<file path="config.mk">
export PLATFORM = sky130hd
export DESIGN_NAME = clocked_push_adapter
export DESIGN_NICKNAME = d
export VERILOG_FILES = /design/src/rtl/push_adapter_pkg.sv /design/src/rtl/ack_synchronizer.sv /design/src/rtl/clocked_push_adapter.sv
export SDC_FILE = /design/constraint.sdc
export NUM_CORES = 1
export LEC_CHECK = 0
export ABC_CLOCK_PERIOD_IN_PS = 2700
export CORE_MARGIN = 1.5
export CORE_UTILIZATION = 47
export CTS_CLUSTER_DIAMETER = 30
export DETAILED_ROUTE_END_ITERATION = 7
export HOLD_SLACK_MARGIN = 0.08
export MAX_ROUTING_LAYER = met4
export PLACE_DENSITY_LB_ADDON = 0.1
export RECOVER_POWER = 50
export SLEW_MARGIN = 20
export SYNTH_ARGS = -nofsm -noshare
export SYNTH_HDL_FRONTEND = slang
export SYNTH_SLANG_ARGS = --single-unit
</file>
<file path="constraint.sdc">
create_clock -name clk -period 2.7 [get_ports clk]
set_input_delay 0.54 -clock clk [delete_from_list [all_inputs] [get_ports clk]]
set_output_delay 0.54 -clock clk [all_outputs]
set_load 0.01 [all_outputs]
</file>
<file path="src/rtl/push_adapter_pkg.sv">
// Shared types and helpers for the clocked-to-4-phase push adapter.
package push_adapter_pkg;

    typedef enum logic [1:0] {
        IDLE   = 2'd0,
        SETUP  = 2'd1,
        REQ_HI = 2'd2,
        REQ_LO = 2'd3
    } state_e;

    function automatic int count_width(input int depth);
        return $clog2(depth) + 1;
    endfunction

endpackage

</file>
<file path="src/rtl/ack_synchronizer.sv">
// Multi-flop synchronizer bringing the asynchronous acknowledge into the clk domain.
module ack_synchronizer #(
    parameter int SYNC_STAGES = 2
) (
    input  logic clk,
    input  logic reset,
    input  logic i_async,
    output logic o_sync
);

    logic [SYNC_STAGES-1:0] r_sync;

    // shift chain, cleared by reset
    always_ff @(posedge clk) begin
        if (reset) begin
            r_sync <= '0;
        end else begin
            r_sync <= {r_sync[SYNC_STAGES-2:0], i_async};
        end
    end

    assign o_sync = r_sync[SYNC_STAGES-1];

endmodule

</file>
<file path="src/rtl/clocked_push_adapter.sv">
// Buffers words from a valid/ready producer and issues each one as a
// return-to-zero 4-phase bundled-data push on out_req/out_ack.
module clocked_push_adapter
    import push_adapter_pkg::*;
#(
    parameter int WIDTH        = 8,
    parameter int DEPTH        = 4,
    parameter int SETUP_CYCLES = 1,
    parameter int SYNC_STAGES  = 2
) (
    input  logic                   clk,
    input  logic                   reset,
    input  logic                   in_valid,
    output logic                   in_ready,
    input  logic [WIDTH-1:0]       in_data,
    output logic                   out_req,
    input  logic                   out_ack,
    output logic [WIDTH-1:0]       out_data,
    output logic                   busy,
    output logic [$clog2(DEPTH):0] count
);

    localparam int CW  = count_width(DEPTH);
    localparam int PW  = $clog2(DEPTH);
    localparam int SCW = $clog2(SETUP_CYCLES + 1);
    localparam int FW  = $clog2(SYNC_STAGES + 1);

    logic [WIDTH-1:0] r_mem [DEPTH];
    logic [PW-1:0]    r_wr_ptr;
    logic [PW-1:0]    r_rd_ptr;
    logic [CW-1:0]    r_count;
    logic             r_in_ready;
    logic [SCW-1:0]   r_setup_cnt;
    logic [FW-1:0]    r_fill;
    logic             r_out_req;
    logic [WIDTH-1:0] r_out_data;
    logic             r_busy;
    state_e           r_state;

    state_e           w_next_state;
    logic             w_ack_s;
    logic             w_push;
    logic             w_pop;
    logic [CW-1:0]    w_count_next;

    ack_synchronizer #(
        .SYNC_STAGES(SYNC_STAGES)
    ) u_ack_sync (
        .clk    (clk),
        .reset  (reset),
        .i_async(out_ack),
        .o_sync (w_ack_s)
    );

    assign w_push = in_valid && r_in_ready;

    // Handshake sequencing. r_fill keeps IDLE from trusting ack_s until the
    // synchronizer holds real samples again after a reset.
    always_comb begin
        w_next_state = r_state;
        w_pop        = 1'b0;
        case (r_state)
            IDLE: begin
                if ((r_count != '0) && !w_ack_s && (r_fill == '0)) begin
                    w_pop        = 1'b1;
                    w_next_state = SETUP;
                end else begin
                    w_next_state = IDLE;
                end
            end
            SETUP: begin
                if (r_setup_cnt <= SCW'(1)) begin
                    w_next_state = REQ_HI;
                end else begin
                    w_next_state = SETUP;
                end
            end
            REQ_HI: begin
                if (w_ack_s) begin
                    w_next_state = REQ_LO;
                end else begin
                    w_next_state = REQ_HI;
                end
            end
            REQ_LO: begin
                if (!w_ack_s) begin
                    w_next_state = IDLE;
                end else begin
                    w_next_state = REQ_LO;
                end
            end
            default: begin
                w_next_state = IDLE;
            end
        endcase
    end

    // Occupancy after this edge
    always_comb begin
        w_count_next = r_count;
        case ({w_push, w_pop})
            2'b10:   w_count_next = r_count + CW'(1);
            2'b01:   w_count_next = r_count - CW'(1);
            default: w_count_next = r_count;
        endcase
    end

    // FIFO storage write port
    always_ff @(posedge clk) begin
        if (w_push) begin
            r_mem[r_wr_ptr] <= in_data;
        end
    end

    // Control state, pointers and registered outputs
    always_ff @(posedge clk) begin
        if (reset) begin
            r_state     <= IDLE;
            r_wr_ptr    <= '0;
            r_rd_ptr    <= '0;
            r_count     <= '0;
            r_in_ready  <= 1'b1;
            r_setup_cnt <= '0;
            r_fill      <= FW'(SYNC_STAGES);
            r_out_req   <= 1'b0;
            r_out_data  <= '0;
            r_busy      <= 1'b0;
        end else begin
            r_state    <= w_next_state;
            r_count    <= w_count_next;
            r_in_ready <= (w_count_next < CW'(DEPTH));
            r_out_req  <= (w_next_state == REQ_HI);
            r_busy     <= (w_next_state != IDLE);
            if (w_push) begin
                r_wr_ptr <= r_wr_ptr + PW'(1);
            end
            if (w_pop) begin
                r_rd_ptr    <= r_rd_ptr + PW'(1);
                r_out_data  <= r_mem[r_rd_ptr];
                r_setup_cnt <= SCW'(SETUP_CYCLES);
            end else if (r_setup_cnt != '0) begin
                r_setup_cnt <= r_setup_cnt - SCW'(1);
            end
            if (r_fill != '0) begin
                r_fill <= r_fill - FW'(1);
            end
        end
    end

    assign in_ready = r_in_ready;
    assign out_req  = r_out_req;
    assign out_data = r_out_data;
    assign busy     = r_busy;
    assign count    = r_count;

endmodule

</file>
==> Word level (Yosys, flattened, before mapping) <==
Memories as Yosys holds them, arrays and structs flattened. A register that Yosys moved wholly into a read port is not among the register bits.
Index checks and enable logic that the tools add are counted.
W data, S select, Z words.
{ "totals": {"ff_bits": 17, "ram_bits": 32, "in_bits": 12, "output_inout_bits": 14, "word_cells": 46, "mem_count": 1} }
{ "op_classes": {"n_addsub": 6, "n_lt_le_gt_ge": 2, "eq_ne": 6, "muxes": 12, "reduce_logical": 9} }
{ "memory_table": {"columns": ["name", "words", "word_bits", "read_ports", "rd_clocked_by_memory_dff", "write_ports", "line", "source"], "rows": [
  ["r_mem", 4, 8, 1, 1, 1, "clocked_push_adapter.sv:28", "logic [WIDTH-1:0] r_mem [DEPTH];"]
]} }
{ "op_table": {"columns": ["cell", "count"], "rows": [
  ["$eq A2 B2 Y1 const B", 4],
  ["$mux W1", 8],
  ["$pmux W2 S4", 1],
  ["$pmux W3 S2", 1],
  ["$add A2 B1 Y2 const B", 2],
  ["$eq A2 B1 Y1 const B", 2],
  ["$logic_not A2 Y1", 2],
  ["$mux W2", 2],
  ["$reduce_bool A2 Y1", 2],
  ["$add A3 B1 Y3 const B", 1],
  ["$logic_and A1 B1 Y1", 3],
  ["$lt A3 B3 Y1 const B", 1],
  ["$reduce_bool A3 Y1", 1],
  ["$sub A3 B1 Y3 const B", 1],
  ["$sub A2 B1 Y2 const B", 1],
  ["$le A1 B1 Y1 const B", 1],
  ["$logic_not A1 Y1", 1],
  ["$sub A1 B1 Y1 const B", 1]
]} }

==> Longest topological paths before layout <==
{ "depth": {"depth_word": 8, "ltp_mapped": 10, "depth_no_buf": 9} }

==> Modules after synthesis <==
From an unflattened synthesis, not the netlist that was laid out.
{ "unflattened": {"cells_unflattened": 152, "area_unflattened_um2": 2178.3} }
{ "by_module_without_submodules": {"columns": ["module", "instances", "cells_each", "area_each_um2", "seq_area_each_um2"], "rows": [
  ["clocked_push_adapter", 1, 148, 2125.8, 1401.3],
  ["ack_synchronizer", 1, 4, 52.6, 40.0]
]} }

==> Worst setup path after synthesis <==
OpenSTA, ideal clock, no wires.
{ "synth_timing": {"kind": "register to register", "start": "reg r_fill[0]", "end": "reg r_in_ready, in the netlist in_ready", "setup_time_ns": 0.114, "arrival_time_ns": 2.229, "required_ns": 2.586, "path_slack_ns": 0.357, "stages_incl_launch_ff": 11, "path_buffers": 1, "synth_period_minus_slack_ns": 2.343, "cell_sequence": "dfxtp_1 > inv_1 > ha_1 > or4b_1 > buf_2 > nor2_2 > ha_1 > fa_1 > xnor2_1 > or3_1 > a21o_1"} }
{ "synth_between": {"elab_chain_len": 7, "elab_cells_between_ends": 8, "classes_between": "order compare (1); eq/ne (2); mux (3); reduce/logical (2)"} }
{ "synth_lines": {"columns": ["item", "line", "source"], "rows": [
  ["start: declaration", "clocked_push_adapter.sv:34", "logic [FW-1:0] r_fill;"],
  ["start signal: assignment", "clocked_push_adapter.sv:124", "r_fill <= FW'(SYNC_STAGES);"],
  ["start signal: assignment", "clocked_push_adapter.sv:145", "r_fill <= r_fill - FW'(1);"],
  ["$logic_not A2 Y1 *", "clocked_push_adapter.sv:64", "if ((r_count != '0) && !w_ack_s && (r_fill == '0)) begin"],
  ["$logic_and A1 B1 Y1 *", "clocked_push_adapter.sv:64", null],
  ["$mux W1 *", "clocked_push_adapter.sv:64", null],
  ["$mux W1 *", "clocked_push_adapter.sv:62", "case (r_state)"],
  ["via w_pop", "clocked_push_adapter.sv:43", "logic w_pop;"],
  ["$eq A2 B1 Y1 / $eq A2 B2 Y1 (equally long branches)", "clocked_push_adapter.sv:101", "case ({w_push, w_pop})"],
  ["$pmux W3 S2 *", "clocked_push_adapter.sv:101", null],
  ["$lt A3 B3 Y1 *", "clocked_push_adapter.sv:131", "r_in_ready <= (w_count_next < CW'(DEPTH));"],
  ["end signal: assignment", "clocked_push_adapter.sv:131", null],
  ["end: declaration", "clocked_push_adapter.sv:32", "logic r_in_ready;"]
]} }
Mark *: on every way through the listed nets, which the timed path passes. The rest lies on a longest branch.
A chain may end at the register's enable or synchronous reset.

==> Final worst setup path <==
{ "layout_timing": {"start": "reg r_fill[1]", "end": "reg r_in_ready, in the netlist in_ready"} }
The elaborated chain is that of the path after synthesis.

==> key figures <==
Placed design
  • DP Wirelength: 2510 µm
  • Dpl cells: 225
  • Placer Congestion: 0.746
  • Setup WS pre-CTS: 0.0689 ns
  • Port bufs: 25

Synth
  • Post-synthesis register bit count: 56
  • Post-synth top area cell: edfxtp_1
  • Synth Warn #: 0
  • Mean Syn Cell Area: 14.3 µm²
  • Sequential share of the synthesized area: 66.2%
  • Ranking of synthesized cells by area: edfxtp_1 (44%), dfxtp_1 (22%), mux4_2 (8.3%)
  • Ys flop type: edfxtp_1
  • Synthesized net count: 171
  • Post-synth ARST share: 0%
  • Top-area cell type share of the netlist area: 44.1%
  • Mapped Area: 2180 µm²
  • Syn Inst Count: 152
  • Synth unique cells: 32
  • Post-synth EDFFs: 32

STA
  • RSZ-0062 raised after global routing: no
  • Fmax: 415 MHz
  • Final worst path period need: 2.41 ns
  • Hold Vio Cnt, Final: 0
  • Final period utilization: 89.2%
  • Slew @ Worst Pin: 0.664 ns
  • Final setup violation count: 0
  • Final Skew: 0.0103 ns
  • Slew headroom: 55.6%
  • Crit path setup slack, layout: 0.292 ns
  • Fin Setup TNS: 0 ns
  • Slew Limit Fails: 0

Power
  • Leakage power: 0.878 nW
  • Pwr dens: 815 nW/µm²
  • Max VDD drop: 399 µV

Worst setup path
  • CP Data Required Time: 2.91 ns
  • Worst-path fanout max: 5
  • Crit Path Category: flip-flop to flip-flop
  • WP data arrival: 2.61 ns
  • CP Capture Type: flip-flop
  • Startpoint types: flip-flop

Final layout
  • Storage element area: 1440 µm²
  • Antenna Cells: 0
  • Area delta synth->final: 18.2%
  • FILL cells: 346
  • Final core occ: 58.3%
  • Layout Nets: 199
  • Finished Layout Cells: 233
  • Commonest cells after routing, fill and taps aside: edfxtp_1 (32), dfxtp_1 (24), clkdlybuf4s50_1 (15)
  • Commonest non-fill, non-tap cell in the layout: edfxtp_1
  • Multi-input logic area: 689 µm²
  • Share of post-route cells with drive strength above 1: 10.5%

Status
  • Outcome: completed

Clock tree
  • Clock Pin Slew Worst Setup and Hold Paths: 0.09 ns
  • TritonCTS buffer count: 5
  • Skew-Pair Late Insertion Delay: 0.30 ns
  • Max Buffers Root-to-Sink: 2
  • Root Buffer: clkbuf_8
  • Post-CTS resize count: 0
  • Postcts setup bufs: 0
  • CTS Hold Bufs: 0
  • CTS tree: yes
  • Clock sinks: 56
  • H-tree levels: 2

Drt
  • Via/cell ratio: 5.46
  • WL final: 3630 µm
  • Vias: 1273
  • Remaining DRCs: 0
  • 1st-pass router iterations: 4
  • Antenna-violating nets left: 0
  • Initial DRC Count: 83
  • Routed length per instance: 15.6 µm

Floorplan
  • Core Area: 4410 µm²
  • Die Area: 5050 µm²
  • Die X: 71.1 µm
  • I/O pins: 26
  • Die Ht: 71.1 µm
  • Row Count: 24
  • Initial core utilization: 49.3%

Global routing
  • Total GRT Usage: 16.8%
  • Largest net degree at the start of global routing: 17
  • Vias in the first global route: 1326
  • GRT overflow: 0
  • First-pass GRT wire length: 6250 µm
  • Initial antenna violation count: 0

Hold path
  • HP Class: flip-flop to flip-flop

Job
  • Max Cap Viol: 0
[cells by family (layout without fill, tap and decap cells)]
family,after synthesis,after routing,share of synthesized area (%)
and+or+nand+nor,35,35,9.25
DFF,56,56,66.2
AOI/OAI and AO/OA,28,28,7.24
xor gates and xnor gates,4,4,1.61
muxes,10,10,9.19
buffers and inverters,12,41,2.18
adders and majority gates,7,7,4.37
[sequential cells by signal, indices dropped and copies added (netlist names), 2 cells and up, named ones only]
signal / flops
r_mem: 32
out_data: 8
count: 2
r_fill: 2
r_rd_ptr: 2
r_state: 2
r_wr_ptr: 2
u_ack_sync.r_sync: 2
[per-layer routing]
layer	GRT usage [%]	wire, µm	up-vias
li1	-	-	621
met1	19.9	1630	619
met2	27.9	1800	27
met3	4.56	135	6
met4	5.87	52	0
met5	-	0	-
[final cells by class]
| type | instances | area share, % |
|---|---|---|
| inverters | 5 | 0.729 |
| repair buffers | 28 | 10.5 |
| multi-input cells | 84 | 26.8 |
| clock buffers | 7 | 3.35 |
| well taps | 52 | 2.53 |
| flip-flops and latches | 56 | 56.0 |
| clock inverters | 1 | 0.146 |
[cell usage after synthesis, types with 2 or more instances]
master,n
nor2b_1,2
mux2i_1,2
nor2_1,8
xnor2_1,2
and3_1,4
o21ai_1,8
buf_2,2
a21oi_1,12
xor2_1,2
clkbuf_1,5
nand2_1,3
o21ai_0,2
mux4_2,8
or3_1,3
ha_1,6
edfxtp_1,32
inv_1,5
dfxtp_1,24
nand3_1,9
[power breakdown]
part	internal, W	switching, W	leakage, nW
logic	0.000267	0.000286	0.343
clock network	0.000206	0.000242	0.0459
registers	0.00101	0.0000839	0.490
[critical path, stage by stage (launching register included)]
cell and delay (ns):
dfxtp_1 0.31, inv_1 0.07, ha_1 0.26, or4b_1 0.51, nor2_2 0.14, ha_1 0.21, fa_1 0.19, xnor2_1 0.09
or3_1 0.33, a21o_1 0.19
[path summary, 6_finish.rpt]
path                                   start                         endpoint  slack, ns  depth (start not counted)
max                   r_fill[1]$_SDFFE_PP1P_              in_ready$_SDFF_PP1_       0.29                          9
min          u_ack_sync.r_sync[0]$_SDFF_PP0_  u_ack_sync.r_sync[1]$_SDFF_PP0_       0.45                          1
max reg2reg           r_fill[1]$_SDFFE_PP1P_              in_ready$_SDFF_PP1_       0.29                          9
min reg2reg  u_ack_sync.r_sync[0]$_SDFF_PP0_  u_ack_sync.r_sync[1]$_SDFF_PP0_       0.45                          1
[per-stage QoR]
step	hold WS, ns	power (W)	cell area (µm²)
2_1_floorplan	0.414	0.00147	2180
3_5_place_dp	0.439	0.00168	2490
5_1_grt	0.481	0.00223	2570
4_1_cts	0.462	0.00213	2580
6_report	0.454	0.00210	2570
3_3_place_gp	0.433	0.00165	2490
Power figures use the tool's default switching activity.
